[src/rtl/ch1_sweep_if.sv]
// Channel 1 sweep bus: NR10/NR13/NR14 fields in,
// frequency bus, load strobe and status out.
interface ch1_sweep_if #(
  parameter int FREQ_W = 11
);
  logic              sweep_tick;
  logic              ch1_restart;
  logic [2:0]        nr10_period;
  logic              nr10_negate;
  logic [2:0]        nr10_shift;
  logic [FREQ_W-1:0] nr1x_freq;
  logic [FREQ_W-1:0] acc_d;
  logic              freq_load;
  logic              ch1_sweep_off;
  logic              sweep_busy;

  modport master (
    output sweep_tick,
    output ch1_restart,
    output nr10_period,
    output nr10_negate,
    output nr10_shift,
    output nr1x_freq,
    input  acc_d,
    input  freq_load,
    input  ch1_sweep_off,
    input  sweep_busy
  );

  modport slave (
    input  sweep_tick,
    input  ch1_restart,
    input  nr10_period,
    input  nr10_negate,
    input  nr10_shift,
    input  nr1x_freq,
    output acc_d,
    output freq_load,
    output ch1_sweep_off,
    output sweep_busy
  );
endinterface

[src/rtl/ch1_sweep.sv]
// Channel 1 frequency-sweep engine: shadow frequency,
// sweep timer, overflow check and sweep disable.
module ch1_sweep #(
  parameter int FREQ_W             = 11,
  parameter int ZERO_PERIOD_RELOAD = 8
) (
  input logic         dyfa_1mhz,
  input logic         napu_reset,
  ch1_sweep_if.slave  sw
);

  localparam int TMR_W = 4;

  typedef enum logic [2:0] {
    IDLE  = 3'd0,
    CHK   = 3'd1,
    CALC1 = 3'd2,
    WRITE = 3'd3,
    CALC2 = 3'd4
  } state_t;

  state_t            state;
  logic [FREQ_W-1:0] shadow;
  logic [FREQ_W-1:0] result;
  logic [TMR_W-1:0]  timer;
  logic              sweep_en;
  logic              neg_used;
  logic [FREQ_W-1:0] acc_d;
  logic              freq_load;
  logic              sweep_off;

  logic [FREQ_W-1:0] delta;
  logic [FREQ_W:0]   sum;
  logic              ovf;
  logic              per_zero;
  logic              shift_nz;
  logic [TMR_W-1:0]  reload;
  logic              do_calc;

  // Sweep arithmetic on the current shadow; subtract never overflows
  always_comb begin
    delta = shadow >> sw.nr10_shift;
    if (sw.nr10_negate)
      sum = {1'b0, shadow} - {1'b0, delta};
    else
      sum = {1'b0, shadow} + {1'b0, delta};
    ovf      = !sw.nr10_negate && sum[FREQ_W];
    per_zero = (sw.nr10_period == 3'd0);
    shift_nz = (sw.nr10_shift != 3'd0);
    reload   = per_zero ? TMR_W'(ZERO_PERIOD_RELOAD)
                        : {1'b0, sw.nr10_period};
    do_calc  = (state == CHK) || (state == CALC1) ||
               (state == CALC2);
  end

  // Sweep FSM; a restart overrides anything in flight
  always_ff @(posedge dyfa_1mhz or negedge napu_reset) begin
    if (!napu_reset) begin
      state     <= IDLE;
      shadow    <= '0;
      result    <= '0;
      timer     <= '0;
      sweep_en  <= 1'b0;
      neg_used  <= 1'b0;
      acc_d     <= '0;
      freq_load <= 1'b0;
      sweep_off <= 1'b0;
    end else begin
      freq_load <= 1'b0;
      if (neg_used && !sw.nr10_negate)
        sweep_off <= 1'b1;
      if (sw.ch1_restart) begin
        shadow    <= sw.nr1x_freq;
        acc_d     <= sw.nr1x_freq;
        freq_load <= 1'b1;
        timer     <= reload;
        sweep_en  <= !per_zero || shift_nz;
        neg_used  <= 1'b0;
        sweep_off <= 1'b0;
        state     <= shift_nz ? CHK : IDLE;
      end else begin
        if (do_calc && sw.nr10_negate)
          neg_used <= 1'b1;
        unique case (state)
          IDLE: begin
            if (sw.sweep_tick) begin
              if (timer > 4'd1) begin
                timer <= timer - 4'd1;
              end else begin
                timer <= reload;
                if (sweep_en && !per_zero && !sweep_off)
                  state <= CALC1;
              end
            end
          end
          CHK: begin
            if (ovf)
              sweep_off <= 1'b1;
            state <= IDLE;
          end
          CALC1: begin
            if (ovf) begin
              sweep_off <= 1'b1;
              state     <= IDLE;
            end else if (shift_nz) begin
              result <= sum[FREQ_W-1:0];
              state  <= WRITE;
            end else begin
              state <= IDLE;
            end
          end
          WRITE: begin
            if (!sweep_off) begin
              shadow    <= result;
              acc_d     <= result;
              freq_load <= 1'b1;
            end
            state <= CALC2;
          end
          CALC2: begin
            if (ovf)
              sweep_off <= 1'b1;
            state <= IDLE;
          end
          default: state <= IDLE;
        endcase
      end
    end
  end

  assign sw.acc_d         = acc_d;
  assign sw.freq_load     = freq_load;
  assign sw.ch1_sweep_off = sweep_off;
  assign sw.sweep_busy    = (state != IDLE);

endmodule

[src/flat_wrapper.sv]
// flat-port wrapper written by rule: the top's interface ports become plain ports
module ch1_sweep_flat 
#(
  parameter int FREQ_W             = 11,
  parameter int ZERO_PERIOD_RELOAD = 8
)
  (dyfa_1mhz, napu_reset, sw_sweep_tick, sw_ch1_restart, sw_nr10_period, sw_nr10_negate, sw_nr10_shift, sw_nr1x_freq, sw_acc_d, sw_freq_load, sw_ch1_sweep_off, sw_sweep_busy);
  ch1_sweep_if #(.FREQ_W(FREQ_W)) sw_i ();
  input logic dyfa_1mhz;
  input logic napu_reset;
  input wire logic [$bits(sw_i.sweep_tick)-1:0] sw_sweep_tick;
  input wire logic [$bits(sw_i.ch1_restart)-1:0] sw_ch1_restart;
  input wire logic [$bits(sw_i.nr10_period)-1:0] sw_nr10_period;
  input wire logic [$bits(sw_i.nr10_negate)-1:0] sw_nr10_negate;
  input wire logic [$bits(sw_i.nr10_shift)-1:0] sw_nr10_shift;
  input wire logic [$bits(sw_i.nr1x_freq)-1:0] sw_nr1x_freq;
  output wire logic [$bits(sw_i.acc_d)-1:0] sw_acc_d;
  output wire logic [$bits(sw_i.freq_load)-1:0] sw_freq_load;
  output wire logic [$bits(sw_i.ch1_sweep_off)-1:0] sw_ch1_sweep_off;
  output wire logic [$bits(sw_i.sweep_busy)-1:0] sw_sweep_busy;
  assign sw_i.sweep_tick = sw_sweep_tick;
  assign sw_i.ch1_restart = sw_ch1_restart;
  assign sw_i.nr10_period = sw_nr10_period;
  assign sw_i.nr10_negate = sw_nr10_negate;
  assign sw_i.nr10_shift = sw_nr10_shift;
  assign sw_i.nr1x_freq = sw_nr1x_freq;
  assign sw_acc_d = sw_i.acc_d;
  assign sw_freq_load = sw_i.freq_load;
  assign sw_ch1_sweep_off = sw_i.ch1_sweep_off;
  assign sw_sweep_busy = sw_i.sweep_busy;
  ch1_sweep #(.FREQ_W(FREQ_W), .ZERO_PERIOD_RELOAD(ZERO_PERIOD_RELOAD)) u_core (.dyfa_1mhz(dyfa_1mhz), .napu_reset(napu_reset), .sw(sw_i));
endmodule
[config.mk]
export PLATFORM = sky130hd
export DESIGN_NAME = ch1_sweep_flat
export DESIGN_NICKNAME = d
export VERILOG_FILES = /design/src/rtl/ch1_sweep_if.sv /design/src/rtl/ch1_sweep.sv /design/src/flat_wrapper.sv
export SDC_FILE = /design/constraint.sdc
export NUM_CORES = 1
export LEC_CHECK = 0
export CORE_MARGIN = 2
export CORE_UTILIZATION = 51
export CTS_BUF_LIST = sky130_fd_sc_hd__clkbuf_4
export CTS_CLUSTER_SIZE = 30
export DETAILED_ROUTE_END_ITERATION = 8
export PLACE_DENSITY = 0.82
export SLEW_MARGIN = 20
export SYNTH_ARGS = -nofsm -noshare
export SYNTH_HDL_FRONTEND = slang
export SYNTH_SLANG_ARGS = --single-unit
[constraint.sdc]
create_clock -name dyfa_1mhz -period 5.4 [get_ports dyfa_1mhz]
set_input_delay 0.54 -clock dyfa_1mhz [delete_from_list [all_inputs] [get_ports dyfa_1mhz]]
set_output_delay 0.54 -clock dyfa_1mhz [all_outputs]
set_load 0.005 [all_outputs]
==> run summary, run 1 <==
The tools report the detailed-route DRC error count as 0. Total routed wirelength: 6620 um. The initial antenna violation count was 0; the worst stage delay on the critical path was 0.73 ns.

Most prevalent standard cell on the critical path: a21oi_1. The die span in y came out at 78.5 um. Between clock sinks in the finished design, the worst skew comes to 0.0182 ns. The upper clock frequency limit is 0.202 GHz. Buffers added to address setup during post-CTS repair amount to 0. The share of synthesized flip-flops with an asynchronous set or reset came out at 1.00. The flow ran to the end, and the final reports show no timing, DRC or antenna violations. With fillers left out, the area of the finished cells amounts to 3310 um2. The min-delay analysis places its worst path in the category flip-flop to flip-flop. The fraction of the yosys area taken by sequential cells came out at 0.292. Post-CTS clock slew at the launch and capture registers of the worst setup and hold paths: 0.11 ns.

For this run, the number of Yosys warnings is 0. The number of hold buffers added after CTS was 0. Among all flip-flop cells after synthesis, the most frequent one is dfrtp_1. The data arrival at the endpoint of the critical path came out at 5.19 ns. The overflow left after global routing was 0; the placed wire-length estimate after detailed placement was 4870 um. The run gives 2 as the maximum root-to-sink buffer count. In this run, synthesis inferred 0 flip-flops with an integrated enable. In this run the tool buffered the top-level ports with 35 buffer cells. Clock latency on the worst-skew pair, taken at its later pin, is 0.35 ns. On the critical path, the stage with the largest delay is an instance of clkdlybuf4s50_1.

In this run the static leakage power is 1.41 nW. The average cell area after synthesis is 9.10 um2. The type of the worst setup path is input pin to flip-flop. For this design, the sink count on the clock tree is 33. Final critical delay including setup and external delays: 4.96 ns. The critical path goes through clkdlybuf4s50_1 -> mux4_2 -> a21oi_1 -> ha_1 -> nand3_1 -> nor3_1 -> a21oi_1 -> o32a_1 -> ha_1 -> nand2_1 -> o22ai_1 -> a31oi_1 -> a21oi_1 -> nor4_1 -> or3_4 -> mux2_2. The largest driver fanout on the critical path came out at 12. Setup total negative slack on the finished layout was measured at 0 ns. Entering global routing, the biggest net connects 35 pins. The post-cts gate resize count was 0.

Number of global-route vias before repair: 2,305. At the end of routability-driven placement, the weighted congestion stood at 0.902. Counting the buffers created by CTS gives 5. For the number of cells in the design after placement, the log shows 408.

The number of non-filler instances in the completed layout is 416. The tools report the global-route total usage across every layer as 0.232. For the total number of nets in the final design, the log shows 380. Worst hold slack: 0.517 ns. For the pin with the worst max-slew slack, the measured transition is 0.749 ns. The number of failing hold endpoints at the final stage is 0, and the placed standard-cell area is 3230 um2. The detailed-route vias per instance works out to 5.80. The H-tree was split into 2 levels. Counting flops and latches in the post-synthesis netlist gives 33. The count of cell types in the netlist came out at 56. The initial core utilization was 0.520; the top-area cell type share of the netlist area was 0.292.

The tools report the core area as 5440 um2. Clock tree synthesis selected as its root buffer the cell clkbuf_4. For the first-iteration detailed-routing DRC count, the log shows 291.

The average wire length per cell after detail routing was 15.9 um. STA classifies the critical path startpoint as an input pin. The final route contains 2,413 vias.

Max-cap violations in this run came to 0. The first global-routing pass estimated 11,200 um of wire. The tools report the post-synthesis cell count as 311.

The relative max-transition margin is 0.499. The worst voltage drop across the vdd grid is 0.196 mV. The worst setup path is captured at a flip-flop. The logs give 0 for the count of endpoints failing setup in the final report and 4 for the total iterations of the first detailed-routing run. TritonCTS built the clock tree. The run gives 27 as the total number of placement rows. The most common cell in the synthesized netlist is dfrtp_1. The ratio of cells with drive above 1 in the final layout is 0.119, and the width of the die is 78.5 um.

By area the synthesized netlist is led by dfrtp_1, mux2i_1, ha_1. Ranked by instance count, the synthesized netlist is headed by dfrtp_1, nor2_1, nand2_1, a21oi_1, o21ai_0. The max-slew violation total from the final report is 0. The data required time at the worst endpoint came out at 5.64 ns. The tools report the total design power as 0.000975 W. The number of nets with antenna violations after routing was 0.

The worst register-to-register path has a setup slack of 0.84 ns. Setup repair after global routing left no endpoint under its margin. The number of nets in the synthesized netlist is 348.

The boundary pin count is 36. The period utilization was 0.918; the synthesis-to-layout area growth was 17.1%. After synthesis the cells add up to 2830 um2. For the count of antenna diodes in the layout, the log shows 0. Dividing total power by cell area gives a power density of 294 nW/um2. The leading area contributor after synthesis was dfrtp_1. For the overall die area, the log shows 6160 um2.
critical path: cells and delay by family:
kind	cells	cell delay [ns]
AOI/OAI and AO/OA	6	1.09
muxes	2	0.95
and+or+nand+nor	5	1.32
adders and majority gates	2	0.55
buffers and inverters	1	0.73
path summary, 6_finish.rpt:
check	startpoint	depth (start not counted)	end
min in group asynchronous	napu_reset	2	u_core.shadow[1]
max in group asynchronous	napu_reset	2	u_core.sw.freq_load
min reg2reg	u_core.neg_used	2	u_core.neg_used
max	sw_nr10_shift[0]	16	u_core.result[2]
min	u_core.neg_used	2	u_core.neg_used
max reg2reg	u_core.shadow[7]	15	u_core.result[2]
layout by cell type (no fill, tap or decap), types with 3 or more instances in the layout:
| cell | count |
|---|---|
| mux2_2 | 3 |
| mux4_2 | 7 |
| nand2_1 | 25 |
| xor2_1 | 5 |
| nor2b_1 | 8 |
| mux2_4 | 8 |
| clkbuf_4 | 5 |
| a21oi_1 | 24 |
| ha_1 | 14 |
| a31oi_1 | 4 |
| nand3b_1 | 3 |
| or2_2 | 3 |
| inv_1 | 10 |
| nor3_1 | 9 |
| clkdlybuf4s50_1 | 35 |
| a211oi_1 | 5 |
| xnor2_1 | 10 |
| nor2_1 | 29 |
| nand2b_1 | 6 |
| o21ai_0 | 24 |
| mux2i_1 | 20 |
| dfrtp_1 | 33 |
| o21a_1 | 5 |
| o21bai_1 | 3 |
| buf_4 | 7 |
logic make-up after synthesis:
group                    count (synthesis)  synth area share
adder cells (fa/ha/maj)                 15            0.0690
multiplexers                            40             0.193
buffers and inverters                   28            0.0460
AO/OA/AOI/OAI                           83             0.184
AND/OR/NAND/NOR                         97             0.170
flip-flops                              33             0.292
XOR/XNOR                                15            0.0464
power by group:
part	internal (W)	total (W)	switching (W)	leakage (nW)
logic	0.000221	0.000430	0.000209	0.966
registers	0.000305	0.000360	0.0000550	0.407
clock network	0.0000958	0.000185	0.0000893	0.0389
metal layers:
metal  vias to the layer above  part of all wire  track usage  routed length [um]
met5                         -                 0            0                   0
met1                      1151              0.45        0.297                2960
met2                        62              0.51        0.403                3360
li1                       1194                 -            -                   -
met4                         0            0.0092       0.0667                  61
met3                         6             0.037       0.0402                 242
registers in the layout, indices dropped and copies added (netlist names):
register and count:
u_core.result 11, u_core.shadow 11, u_core.timer 4, u_core.state 3
u_core.neg_used 1, u_core.sw.ch1_sweep_off 1, u_core.sw.freq_load 1, u_core.sweep_en 1
per-stage QoR:
| stage | worst slack (ns) | utilization |
|---|---|---|
| finish | 0.443 | 0.609 |
| CTS | 0.466 | 0.609 |
| global route | 0.0652 | 0.609 |
| global placement | 0.361 | 0.594 |
| floorplan | 0.894 | - |
| detailed placement | 0.123 | 0.594 |
layout make-up:
cell class / instances / area (um2)
clock buffer: 5 / 37.5
clock inverter: 3 / 41.3
fill: 482 / 2130
inverter: 11 / 41.3
multi-input combinational: 250 / 1870
sequential: 33 / 826
tap: 72 / 90.1
timing repair buffer: 42 / 403
Power figures use the tool's default switching activity.
==> inputs of run 2 (changes only) <==
--- a/config.mk
+++ b/config.mk
@@ -10,7 +10,9 @@
 export CTS_BUF_LIST = sky130_fd_sc_hd__clkbuf_4
 export CTS_CLUSTER_SIZE = 30
 export DETAILED_ROUTE_END_ITERATION = 8
+export GPL_ROUTABILITY_DRIVEN = 1
 export PLACE_DENSITY = 0.82
+export SETUP_SLACK_MARGIN = 0.3
 export SLEW_MARGIN = 20
 export SYNTH_ARGS = -nofsm -noshare
 export SYNTH_HDL_FRONTEND = slang
==> run summary, run 2 (synthesis gave the netlist of run 1 again) <==
The wire length on met1 is 2860 um (was 2960 um), and the sum of negative setup slack is 0 ns (unchanged). The ratio of cells with drive above 1 in the final layout came out at 0.122 (was 0.119). The flow ran to the end, and the final reports show no timing, DRC or antenna violations.

The logs give 0.902 (unchanged) for the weighted congestion at the end of routability-driven global placement and 0 (unchanged) for the max-slew violation total from the final report. For the number of buffers added by the clock tree synthesis step, the log shows 5 (unchanged). The number of nets with antenna violations after routing was 0 (unchanged). The cell family contributing the most delay on the critical path is simple AND/OR/NAND/NOR gates (unchanged). Top flop regs: u_core.result (11), u_core.shadow (11), u_core.timer (4) (unchanged). Most frequent cells in the layout: clkdlybuf4s50_1, dfrtp_1, nor2_1 (unchanged). The count of endpoints failing setup in the final report is 0 (unchanged). Reg-to-reg critical path startpoint: u_core.shadow[7] (unchanged). The logs give 299 (was 291) for the first-iteration detailed-routing DRC count and 11,200 um (unchanged) for the wire length of the first global-routing pass. The largest driver fanout on the critical path was 26 (was 12). The logs give 35 (unchanged) for the pin count of the biggest net entering global routing and 5440 um2 (unchanged) for the core area.

The highest metal layer with signal wires is met4 (unchanged). The tools report the final core area utilization as 0.610 (was 0.609). The run gives 0.000354 W (about the same) as the net switching power. The detailed-route vias per instance was 5.79 (was 5.80); the overflow left after global routing was 0 (unchanged).

The overall die area is 6160 um2 (unchanged), and the detailed route wirelength on metal3 is 341 um (was 242 um). The upper clock frequency limit was 0.214 GHz (was 0.202 GHz). The startpoint of the tightest hold check path is u_core.neg_used (unchanged). The power density of the placed cells was 294 nW/um2 (about the same); the boundary pin count was 36 (unchanged). The number of I/O port buffers is 35 (unchanged). The run gives 2 (unchanged) as the level count of the clock H-tree. Average wire length per cell after detail routing: 15.9 um (about the same). The number of global-route vias before repair was 2,305 (unchanged); the setup fix buffers added after clock tree synthesis was 0 (unchanged). The number of failing hold endpoints at the final stage came out at 0 (unchanged). The width of the die was 78.5 um (unchanged). For the worst voltage drop across the vdd grid, the log shows 0.196 mV (about the same).

The detailed-route DRC error count is 0 (unchanged), and the count of filler cells inserted in the layout is 483 (was 482). Data arrival at the endpoint of the critical path: 4.92 ns (was 5.19 ns). The tools report the total iterations of the first detailed-routing run as 4 (unchanged). The run gives 1.42 nW (was 1.41 nW) as the static leakage. Element type at the critical path start: an input pin (unchanged). The data required time at the worst endpoint was 5.64 ns (about the same). The worst stage delay on the critical path was 0.50 ns (was 0.73 ns); the period utilization was 0.867 (was 0.918). Ordered cell list for the critical path: clkdlybuf4s50_1 -> buf_4 -> mux4_2 -> mux2i_4 -> ha_1 -> nand3_1 -> nor3_2 -> a21oi_1 -> o32a_1 -> ha_1 -> nand2_1 -> o22ai_1 -> a31oi_1 -> a21oi_1 -> nor4_1 -> or3_4 -> mux2_2 (was clkdlybuf4s50_1 -> mux4_2 -> a21oi_1 -> ha_1 -> nand3_1 -> nor3_1 -> a21oi_1 -> o32a_1 -> ha_1 -> nand2_1 -> o22ai_1 -> a31oi_1 -> a21oi_1 -> nor4_1 -> or3_4 -> mux2_2). The post-CTS clock slew at the launch and capture registers of the worst setup and hold paths is 0.11 ns (about the same).

The type of the worst setup path is input pin to flip-flop (unchanged). The post-cts hold buffer count was 0 (unchanged); the cell-internal power was 0.000621 W (about the same). Total vias in the final route: 2,410 (was 2,413). The met2 wire length is 3340 um (was 3360 um), and the post-cts gate resize count is 0 (unchanged).

The total number of nets in the final design was 380 (unchanged); the slew at the pin with the worst max-slew slack was 0.756 ns (was 0.749 ns). The cell chosen for the clock root was clkbuf_4 (unchanged). Standard cell with the maximum stage delay on the critical path: clkdlybuf4s50_1 (unchanged). For the total number of placement rows, the log shows 27 (unchanged).

The clock insertion delay at the later pin of the skew report was 0.35 ns (about the same). The number of buffers and inverters on the critical path was 2 (was 1); the power share of the clock group was 0.190 (about the same). The synthesis-to-layout area growth was 17.3% (was 17.1%); the maximum root-to-sink buffer count was 2 (unchanged).

Total routed wirelength: 6610 um (was 6620 um). TritonCTS built the clock tree. Start point of the critical path: sw_nr10_shift[2] (was sw_nr10_shift[0]).

The count of antenna diodes in the layout was 0 (unchanged). The power share of the sequential group was 0.369 (about the same). The logs give 0.232 (unchanged) for the global-route total usage across every layer and 33 (unchanged) for the CTS sink count. Max-cap check violation count: 0 (unchanged).

Initial core utilization: 0.520 (unchanged). The most common cell after layout, fill and taps aside was clkdlybuf4s50_1 (unchanged). Setup repair after global routing left no endpoint under its margin. Endpoint kind of the worst setup timing path: a flip-flop (unchanged). The die span in y works out to 78.5 um (unchanged).

The worst hold path class is flip-flop to flip-flop (unchanged). The tools report the worst clock skew on the final layout as 0.0169 ns (was 0.0182 ns). The initial antenna violation count is 0 (unchanged), and the switching power as a share of total power is 0.363 (about the same). The placed wire-length estimate after detailed placement is 4870 um (unchanged). The fraction of power consumed by combinational cells was 0.441 (about the same); the final critical delay including setup and external delays was 4.68 ns (was 4.96 ns). The tools report the relative max-transition margin as 0.494 (was 0.499).
==> run 2: cell count changes in the layout (fill, tap and decap cells not counted) <==
cell	before	now
nor3_1	9	8
dlymetal6s2s_1	0	1
nor3_2	0	1
clkdlybuf4s50_1	35	34
==> run 2: cell type report <==
cell class	count	area, um2	share of cell area
flip-flops and latches	33	826	0.249
clock buffers	5	37.5	0.0113
well taps	72	90.1	0.0271
repair buffers	42	405	0.122
multi-input cells	250	1880	0.566
clock inverters	3	41.3	0.0124
inverters	11	41.3	0.0124
==> run 2: worst min-delay path: stages (launching register included) <==
cell and delay [ns]:
dfrtp_1 0.36, a21oi_1 0.05, nor2_1 0.07
==> run 2: metrics by stage <==
stage / power (W) / hold WS (ns) / setup slack (ns) / instances / instance area, um2
after floorplan: 0.000666 / 0.244 / 0.894 / 311 / 2830
after global placement: 0.000770 / 0.479 / 0.361 / 408 / 3230
after detailed placement: 0.000786 / 0.494 / 0.123 / 408 / 3230
after CTS: 0.000975 / 0.518 / 0.466 / 416 / 3310
final: 0.000975 / 0.517 / 0.718 / 416 / 3320
after global routing: 0.00104 / 0.537 / 0.366 / 416 / 3320
==> run 2: worst paths after layout <==
path / to / slack, ns / cells past startpoint
max: u_core.result[2] / 0.72 / 17
min: u_core.neg_used / 0.52 / 2
max reg2reg: u_core.result[2] / 0.93 / 15
min reg2reg: u_core.neg_used / 0.52 / 2
max in group asynchronous: u_core.sw.freq_load / 4.49 / 2
min in group asynchronous: u_core.shadow[1] / 0.59 / 2
==> run 2: routing by layer <==
| metal | vias up | GRT usage |
|---|---|---|
| li1 | 1190 | - |
| met1 | 1146 | 0.297 |
| met2 | 67 | 0.403 |
| met3 | 7 | 0.0402 |
| met4 | 0 | 0.0667 |
| met5 | - | 0 |
==> run 2: power groups by stage <==
stage               Clock [W]  Sequential (W)  Combinational, W
detailed placement          0        0.000364          0.000422
floorplan                   0        0.000345          0.000321
CTS                  0.000188        0.000359          0.000428
global placement            0        0.000365          0.000406
global route         0.000200        0.000366          0.000476
finish               0.000186        0.000360          0.000429
==> inputs of run 3 (changes only) <==
--- a/config.mk
+++ b/config.mk
@@ -7,7 +7,6 @@
 export LEC_CHECK = 0
 export CORE_MARGIN = 2
 export CORE_UTILIZATION = 51
-export CTS_BUF_LIST = sky130_fd_sc_hd__clkbuf_4
 export CTS_CLUSTER_SIZE = 30
 export DETAILED_ROUTE_END_ITERATION = 8
 export GPL_ROUTABILITY_DRIVEN = 1
@@ -17,3 +16,4 @@
 export SYNTH_ARGS = -nofsm -noshare
 export SYNTH_HDL_FRONTEND = slang
 export SYNTH_SLANG_ARGS = --single-unit
+export TNS_END_PERCENT = 5
==> run summary, run 3 (synthesis gave the netlist of run 1 again) <==
The flow ran to the end, and the final reports show no timing, DRC or antenna violations. The sequential cell area came out at 826 um2 (unchanged). The run gives 0.507 ns (was 0.517 ns) as the worst hold slack. The synthesis-to-layout area growth is 18.8% (was 17.3%).

The run gives 1.44 nW (was 1.42 nW) as the static leakage. Most frequent cells in the layout: clkdlybuf4s50_1, dfrtp_1, nor2_1 (unchanged). The tools report the max-cap check violation count as 0 (unchanged). The logs give 0 (unchanged) for the max-slew violation total from the final report and 0 (unchanged) for the overflow left after global routing.

The number of I/O port buffers was 35 (unchanged). The logs give 6560 um (was 6610 um) for the total routed wirelength and 0 (unchanged) for the count of endpoints failing setup in the final report. The detailed-route vias per instance is 5.82 (was 5.79). The logs give 35 (unchanged) for the pin count of the biggest net entering global routing and 0 (unchanged) for the count of antenna diodes in the layout. The period utilization was 0.879 (was 0.867); the total number of placement rows was 27 (unchanged). The core area was 5440 um2 (unchanged); the upper clock frequency limit was 0.211 GHz (was 0.214 GHz). The run gives 0.479 (was 0.494) as the relative max-transition margin. For the number of buffers added by the clock tree synthesis step, the log shows 5 (unchanged). The largest driver fanout on the critical path works out to 26 (unchanged).

The placed wire-length estimate after detailed placement was 4870 um (unchanged); the number of cells in the design after placement was 408 (unchanged). The total iterations of the first detailed-routing run is 4 (unchanged). The tools report the endpoint kind of the worst setup timing path as a flip-flop (unchanged).

The power density of the placed cells is 308 nW/um2 (was 294 nW/um2). Data required time at the worst endpoint: 5.58 ns (was 5.64 ns). The global-route total usage across every layer is 0.230 (was 0.232), and the number of non-filler instances in the completed layout is 416 (unchanged). Width of the die: 78.5 um (unchanged). The data arrival at the endpoint of the critical path is 4.92 ns (about the same), and the average wire length per cell after detail routing is 15.8 um (was 15.9 um). Top flop regs: u_core.result (11), u_core.shadow (11), u_core.timer (4) (unchanged).

Setup repair after global routing left no endpoint under its margin. The tools report the area used by multi-input combinational logic as 1880 um2 (unchanged). The total vias in the final route came out at 2,421 (was 2,410). The number of failing hold endpoints at the final stage is 0 (unchanged), and the boundary pin count is 36 (unchanged). Die span in y: 78.5 um (unchanged).

Cell chosen for the clock root: clkbuf_8 (was clkbuf_4). The logs give 0.00586 ns (was 0.0169 ns) for the worst clock skew on the final layout and 245 (was 299) for the first-iteration detailed-routing DRC count. The slew at the pin with the worst max-slew slack works out to 0.778 ns (was 0.756 ns). The CTS sink count is 33 (unchanged), and the final core area utilization is 0.618 (was 0.610). The sum of negative setup slack came out at 0 ns (unchanged).

For the number of global-route vias before repair, the log shows 2,339 (was 2,305). The overall die area was 6160 um2 (unchanged); the detailed-route DRC error count was 0 (unchanged). Worst hold path class: flip-flop to flip-flop (unchanged).

The number of nets with antenna violations after routing came out at 0 (unchanged). TritonCTS built the clock tree. The tools report the count of filler cells inserted in the layout as 473 (was 483). The tools report the placed standard-cell area as 3230 um2 (unchanged). Element type at the critical path start: an input pin (unchanged).

The ratio of cells with drive above 1 in the final layout was 0.125 (was 0.122); the wire length of the first global-routing pass was 11,200 um (about the same). The tools report the total number of nets in the final design as 380 (unchanged). The clock insertion delay at the later pin of the skew report was 0.29 ns (was 0.35 ns); the maximum root-to-sink buffer count was 2 (unchanged). The type of the worst setup path is input pin to flip-flop (unchanged).

The post-CTS clock slew at the launch and capture registers of the worst setup and hold paths is 0.07 ns (was 0.11 ns). The level count of the clock H-tree was 2 (unchanged); the initial core utilization was 0.520 (unchanged). The weighted congestion at the end of routability-driven global placement was 0.902 (unchanged); the final critical delay including setup and external delays was 4.75 ns (was 4.68 ns). The tools report the initial antenna violation count as 0 (unchanged).

The most common cell after layout, fill and taps aside is clkdlybuf4s50_1 (unchanged). The final design instance area without fill was 3360 um2 (was 3320 um2). For the worst voltage drop across the vdd grid, the log shows 0.183 mV (was 0.196 mV).
## run 3: cell type report
cell class                      instances  share of cell area
Clock buffer                            6              0.0246
Clock inverter                          2              0.0112
Inverter                               11              0.0123
Multi-Input combinational cell        250               0.559
Sequential cell                        33               0.246
Tap cell                               72              0.0268
Timing Repair Buffer                   42               0.121
## run 3: critical path, cell delays in order
cell and delay [ns]:
clkdlybuf4s50_1 0.50, buf_4 0.29, mux4_2 0.38, mux2i_4 0.20
ha_1 0.20, nand3_1 0.13, nor3_2 0.31, a21oi_1 0.11
o32a_1 0.31, ha_1 0.35, nand2_1 0.11, o22ai_1 0.10
a31oi_1 0.21, a21oi_1 0.12, nor4_1 0.34, or3_4 0.36
mux2_2 0.36
## run 3: report_power, final
part	internal [W]	total (W)	switching, W	leakage (nW)
Clock	0.000150	0.000245	0.0000948	0.0574
Combinational	0.000221	0.000430	0.000210	0.975
Sequential	0.000305	0.000360	0.0000546	0.407
## run 3: path summary, 6_finish.rpt
check	from	end	slack, ns	depth (start not counted)
min in group asynchronous	napu_reset	u_core.shadow[1]	0.65	2
hold reg to reg	u_core.neg_used	u_core.neg_used	0.51	2
max in group asynchronous	napu_reset	u_core.shadow[10]	4.43	2
hold / removal	u_core.neg_used	u_core.neg_used	0.51	2
setup reg to reg	u_core.shadow[7]	u_core.result[2]	0.92	15
setup / recovery	sw_nr10_shift[2]	u_core.result[2]	0.65	17
## run 3: timing repair
item                       CTS  global route
resized for setup            0             2
setup endpoints to repair    0            12
hold buffers                 0             0
setup buffers                0             0
## run 3: routing by layer
metal,global-route usage,routed length (um)
met1,0.294,2910
met3,0.0402,301
met4,0.0772,55
met5,0,0
met2,0.394,3300
## run 3: through the flow
step,power [W],setup WS [ns]
2_1_floorplan,0.000666,0.894
3_3_place_gp,0.000770,0.361
3_5_place_dp,0.000786,0.123
4_1_cts,0.00104,0.407
5_1_grt,0.00110,0.306
6_report,0.00103,0.655
==> RTL change 1, RTL diff (settings of run 3) <==
The 5 states of `state_t` get a one-hot encoding in 5 bits.
--- a/src/rtl/ch1_sweep.sv
+++ b/src/rtl/ch1_sweep.sv
@@ -11,12 +11,12 @@
 
   localparam int TMR_W = 4;
 
-  typedef enum logic [2:0] {
-    IDLE  = 3'd0,
-    CHK   = 3'd1,
-    CALC1 = 3'd2,
-    WRITE = 3'd3,
-    CALC2 = 3'd4
+  typedef enum logic [4:0] {
+    IDLE  = 5'b00001,
+    CHK   = 5'b00010,
+    CALC1 = 5'b00100,
+    WRITE = 5'b01000,
+    CALC2 = 5'b10000
   } state_t;
 
   state_t            state;
Behaviour: same outputs for any inputs over 4 cycles, from zero or initial values and one cycle with napu_reset low; so few cycles prove little.
==> RTL change 1 against run 3 <==
Final area shrank 0.45%. Setup slack improved by 140 ps. Sequential cell count is 2 higher. Sequential share of layout area grew 1.6 points. Synthesized area up 2.5%. Power decreased by 16%. Routed wire length decreased by 3.2%. Maximum frequency rose by 3.0%.
==> RTL change 1: results (changes against run 3) <==
INFO  metric regToRegStartpoint = u_core.shadow[6] (was u_core.shadow[7])
INFO  metric whs = 513 ps (was 507 ps)
INFO  metric synth.cells.most_frequent = 34 x sky130_fd_sc_hd__dfrtp_1, 29 x sky130_fd_sc_hd__o21ai_0, 24 x sky130_fd_sc_hd__nand2_1, 24 x sky130_fd_sc_hd__nor2_1, 21 x sky130_fd_sc_hd__mux2i_1 (was 33 x sky130_fd_sc_hd__dfrtp_1, 29 x sky130_fd_sc_hd__nor2_1, 25 x sky130_fd_sc_hd__nand2_1)
INFO  metric clock-skew-final = 9.38 ps (was 5.86 ps)
INFO  metric synth_sequential_area_ratio = 30.2% (was 29.2%)
INFO  metric gpl.final_weighted_congestion = 0.936 (was 0.902)
INFO  metric detailedPlace.worstSlack = 568 ps (was 123 ps)
INFO  metric grt_max_degree = 36 (was 35)
INFO  metric synth_area_leaders = sky130_fd_sc_hd__dfrtp_1 29%, sky130_fd_sc_hd__mux2i_1 7.2%, sky130_fd_sc_hd__ha_1 6.0% (was sky130_fd_sc_hd__dfrtp_1 29%, sky130_fd_sc_hd__mux2i_1 7.1%, sky130_fd_sc_hd__ha_1 6.2%)
INFO  metric biggestRegsByFlops = u_core.result: 11 flops, u_core.shadow: 11 flops, u_core.state: 5 flops (was u_core.result: 11 flops, u_core.shadow: 11 flops, u_core.timer: 4 flops)
INFO  metric finalWirelength = 6.35 mm (was 6.56 mm)
INFO  metric timing.critical_path.to = u_core.result[4] (was u_core.result[2])
INFO  metric drt_pass1_iterations = 5 (was 4)
INFO  metric mappedNetlistNets = 346 (was 348)
INFO  metric grt_pass1_wl = 10.8 mm (was 11.2 mm)
INFO  metric dr_total_vias = 2440 (was 2421)
INFO  metric netlist-cell-type-count = 60 (was 56)
INFO  metric run_status = finished, final reports clean (unchanged)
INFO  metric timing.reg2reg.setup_slack = 1200 ps (was 920 ps)
INFO  metric critical_path_arrival = 4770 ps (was 4920 ps)
INFO  metric cellLeakagePower = 1.54 nW (was 1.44 nW)
INFO  metric syn-mean-instance-area = 9.39 um2 (was 9.10 um2)
INFO  metric worstMarginPinSlew = 702 ps (was 778 ps)
INFO  metric dpl.cell_count = 406 (was 408)
INFO  metric worst-path-max-fanout = 13 (was 26)
INFO  metric peakVddDrop = 0.148 mV (was 0.183 mV)
-- RTL change 1: changes by cell type in the layout (fill, tap and decap cells not counted), sizes merged, moves of 4 or more --
cell	run 3	this run
inv	11	15
nor2	29	24
nor4	1	5
o21ai	24	29
xor2	5	10
a21oi	24	19
nor2b	8	4
-- RTL change 1: stage by stage --
stage	total power [W]	instance area, um2
floorplan	0.000590	2900
global placement	0.000676	3270
detailed placement	0.000683	3270
CTS	0.000870	3350
global route	0.000930	3350
finish	0.000867	3350
-- RTL change 1: critical path: stages --
cell,delay [ps]
sky130_fd_sc_hd__clkdlybuf4s50_1,660
sky130_fd_sc_hd__mux4_2,550
sky130_fd_sc_hd__or3b_1,380
sky130_fd_sc_hd__a21oi_2,220
sky130_fd_sc_hd__nand4_2,170
sky130_fd_sc_hd__and2b_2,260
sky130_fd_sc_hd__nor2_1,40
sky130_fd_sc_hd__xnor2_1,140
sky130_fd_sc_hd__ha_1,320
sky130_fd_sc_hd__or2_2,290
sky130_fd_sc_hd__a21oi_1,150
sky130_fd_sc_hd__a21oi_1,80
sky130_fd_sc_hd__nor4_1,340
sky130_fd_sc_hd__nor3_2,80
sky130_fd_sc_hd__buf_4,210
sky130_fd_sc_hd__mux2_4,320
-- RTL change 1: cells by family after synthesis --
family	Yosys count	synth area share (%)
mux	41	18.9
fa+ha+maj	15	6.73
flops	35	30.2
xor+xnor	17	5.13
simple gates	94	16.9
compound gates	77	16.3
buf+inv	30	5.82
-- RTL change 1: cell type report --
| type | instances | area [um2] | share of cell area, % |
|---|---|---|---|
| flip-flops and latches | 35 | 877 | 26.2 |
| inverters | 15 | 56.3 | 1.68 |
| clock buffers | 6 | 72.6 | 2.17 |
| clock inverters | 2 | 12.5 | 0.374 |
| repair buffers | 40 | 383 | 11.4 |
| well taps | 72 | 90.1 | 2.69 |
| multi-input cells | 244 | 1850 | 55.4 |
-- RTL change 1: power by group --
part | leakage (nW) | internal (W) | switching [W]
clock | 0.0412 | 0.0000901 | 0.0000941
sequential | 0.442 | 0.000293 | 0.0000418
combinational | 1.06 | 0.000177 | 0.000170
total | 1.54 | 0.000561 | 0.000306
-- RTL change 1: per-layer routing --
layer / routed length (um) / vias up / part of all wire (%) / track usage [%]
li1: - / 1185 / - / -
met1: 3070 / 1163 / 48 / 30.8
met2: 2860 / 84 / 45 / 34.2
met3: 335 / 8 / 5.3 / 3.17
met4: 87 / 0 / 1.4 / 7.41
met5: 0 / - / 0 / 0
==> RTL change 2, RTL diff (settings of run 3) <==
Made on the original files. `FREQ_W` is set to 11 in 3 places; all go to 22.
--- a/src/rtl/ch1_sweep_if.sv
+++ b/src/rtl/ch1_sweep_if.sv
@@ -1,7 +1,7 @@
 // Channel 1 sweep bus: NR10/NR13/NR14 fields in,
 // frequency bus, load strobe and status out.
 interface ch1_sweep_if #(
-  parameter int FREQ_W = 11
+  parameter int FREQ_W = 22
 );
   logic              sweep_tick;
   logic              ch1_restart;
--- a/src/rtl/ch1_sweep.sv
+++ b/src/rtl/ch1_sweep.sv
@@ -1,7 +1,7 @@
 // Channel 1 frequency-sweep engine: shadow frequency,
 // sweep timer, overflow check and sweep disable.
 module ch1_sweep #(
-  parameter int FREQ_W             = 11,
+  parameter int FREQ_W             = 22,
   parameter int ZERO_PERIOD_RELOAD = 8
 ) (
   input logic         dyfa_1mhz,
--- a/src/flat_wrapper.sv
+++ b/src/flat_wrapper.sv
@@ -1,7 +1,7 @@
 // flat-port wrapper written by rule: the top's interface ports become plain ports
 module ch1_sweep_flat 
 #(
-  parameter int FREQ_W             = 11,
+  parameter int FREQ_W             = 22,
   parameter int ZERO_PERIOD_RELOAD = 8
 )
   (dyfa_1mhz, napu_reset, sw_sweep_tick, sw_ch1_restart, sw_nr10_period, sw_nr10_negate, sw_nr10_shift, sw_nr1x_freq, sw_acc_d, sw_freq_load, sw_ch1_sweep_off, sw_sweep_busy);
Ports: changed (resized sw_acc_d and sw_nr1x_freq); port bits go from 36 to 58. No check against the original RTL was run, so the function may have changed too.
==> RTL change 2 against run 3 <==
Power up 74%. Routed wire length grew 120%. Sequential share of layout area shrank 2.3 points. Maximum frequency decreased by 4.6%. Synthesized area up 79%. Sequential cell count rose by 22. Final area grew 84%. Setup slack got worse by 230 ps. First-iteration DRC count down 5.7%. Hold slack worse by 180 ps. Clock power grew 11%. Critical endpoint is now u_core.result[8]. Largest cell class unchanged.
==> RTL change 2: results (changes against run 3) <==
INFO  metric nets = 703 (was 380)
INFO  metric grt_pass1_wl = 22.8 mm (was 11.2 mm)
INFO  metric dpl.cell_count = 763 (was 408)
INFO  metric biggestRegsByFlops = u_core.result: 22 flops, u_core.shadow: 22 flops, u_core.timer: 4 flops (was u_core.result: 11 flops, u_core.shadow: 11 flops, u_core.timer: 4 flops)
INFO  metric switching_share = 39.0% (was 34.7%)
INFO  metric pwr-share-seq = 34.1% (was 34.8%)
INFO  metric peakVddDrop = 0.188 mV (was 0.183 mV)
INFO  metric dr.first_iter.drc_count = 231 (was 245)
INFO  metric timing.reg2reg.setup_slack = 590 ps (was 920 ps)
INFO  metric port-buffer-count = 57 (was 35)
INFO  metric synth_area_leaders = sky130_fd_sc_hd__dfrtp_1 27%, sky130_fd_sc_hd__mux2i_1 9.5%, sky130_fd_sc_hd__ha_1 6.2% (was sky130_fd_sc_hd__dfrtp_1 29%, sky130_fd_sc_hd__mux2i_1 7.1%, sky130_fd_sc_hd__ha_1 6.2%)
INFO  metric worst_r2r_path_depth = 17 (was 15)
INFO  metric critical_path_arrival = 5170 ps (was 4920 ps)
INFO  metric run_status = finished, final reports clean (unchanged)
INFO  metric pwr_density_cell = 292 nW/um2 (was 308 nW/um2)
INFO  metric place.detailed.hpwl = 10.5 mm (was 4.87 mm)
INFO  metric slew_headroom = 44.2% (was 47.9%)
INFO  metric regToRegStartpoint = u_core.shadow[8] (was u_core.shadow[7])
INFO  metric grt_max_degree = 56 (was 35)
INFO  metric detail_route.vias_per_cell = 6.07 (was 5.82)
INFO  metric whs = 322 ps (was 507 ps)
INFO  metric layout-drive-gt1-share = 16.8% (was 12.5%)
INFO  metric worstSkewPairLatency = 320 ps (was 290 ps)
INFO  metric combinationalPowerShare = 50.8% (was 41.6%)
INFO  metric drt_pass1_iterations = 5 (was 4)
INFO  metric cellLeakagePower = 2.69 nW (was 1.44 nW)
INFO  metric detailedPlace.worstSlack = -142 ps (was 123 ps)
INFO  metric netlist-cell-type-count = 63 (was 56)
INFO  metric worst-path-max-fanout = 7 (was 26)
INFO  metric finalWirelength = 14.4 mm (was 6.56 mm)
## RTL change 2: changes by cell type after synthesis, sizes merged, moves of 13 or more
cell   change
o21ai     +42
nand2     +35
mux2i     +31
dfrtp     +22
a21oi     +17
xor2      +13
## RTL change 2: layer usage
metal | up-vias | wire (um) | global-route usage (%)
met4 | 0 | 272 | 7.53
met3 | 30 | 812 | 2.71
met5 | - | 0 | 0
met2 | 173 | 7070 | 44.0
met1 | 2298 | 6280 | 35.1
li1 | 2218 | - | -
## RTL change 2: per-stage QoR
step | utilization, % | TNS [ps] | instance area [um2]
after global placement | 61.0 | -47.1 | 5930
after CTS | 62.2 | 0 | 6050
after global routing | 63.5 | 0 | 6180
after floorplan | - | 0 | 5090
final | 63.5 | 0 | 6180
after detailed placement | 61.0 | -1660 | 5930
## RTL change 2: cell type report
class	count	area, um2
Tap cell	133	166
Clock buffer	6	72.6
Sequential cell	55	1380
Timing Repair Buffer	100	951
Inverter	21	78.8
Fill cell	815	3550
Multi-Input combinational cell	461	3510
Clock inverter	1	30.0
## RTL change 2: cell families (layout without fill, tap and decap cells)
kind of cell / Yosys count / after routing / share of synthesized area (%)
compound gates: 161 / 161 / 18.9
xor+xnor: 36 / 36 / 6.21
fa+ha+maj: 26 / 26 / 6.56
buf+inv: 50 / 128 / 4.98
flops: 55 / 55 / 27.1
mux: 86 / 86 / 21.9
simple gates: 152 / 152 / 14.4
## RTL change 2: how the worst max path moves through the flow
stage / endpoint / slack [ps] / cells after the start
2_1_floorplan: u_core.result[16] / 310 / 23
4_1_cts: u_core.result[13] / 350 / 21
3_5_place_dp: u_core.result[13] / -140 / 20
6_report: u_core.result[8] / 430 / 18
3_3_place_gp: u_core.result[13] / -20 / 20
5_1_grt: u_core.result[15] / 310 / 18
## RTL change 2: repair_timing
item	CTS	global route
setup endpoints to repair	15	20
pin swaps	0	16
hold buffers	0	0
setup buffers	0	5
gates cloned	0	2
resized for setup	5	15
## RTL change 2: worst max-delay path: stages
cell and delay [ps]:
sky130_fd_sc_hd__clkdlybuf4s50_1 420, sky130_fd_sc_hd__inv_1 220, sky130_fd_sc_hd__mux4_2 610, sky130_fd_sc_hd__ha_1 240, sky130_fd_sc_hd__and3_1 170, sky130_fd_sc_hd__and4b_1 240
sky130_fd_sc_hd__and3b_1 210, sky130_fd_sc_hd__a21oi_1 200, sky130_fd_sc_hd__xor2_1 270, sky130_fd_sc_hd__ha_1 350, sky130_fd_sc_hd__nor2b_1 170, sky130_fd_sc_hd__o21ai_1 160
sky130_fd_sc_hd__nand2b_1 120, sky130_fd_sc_hd__or3_1 370, sky130_fd_sc_hd__mux2i_2 190, sky130_fd_sc_hd__or2_4 230, sky130_fd_sc_hd__buf_12 150, sky130_fd_sc_hd__mux2_4 300
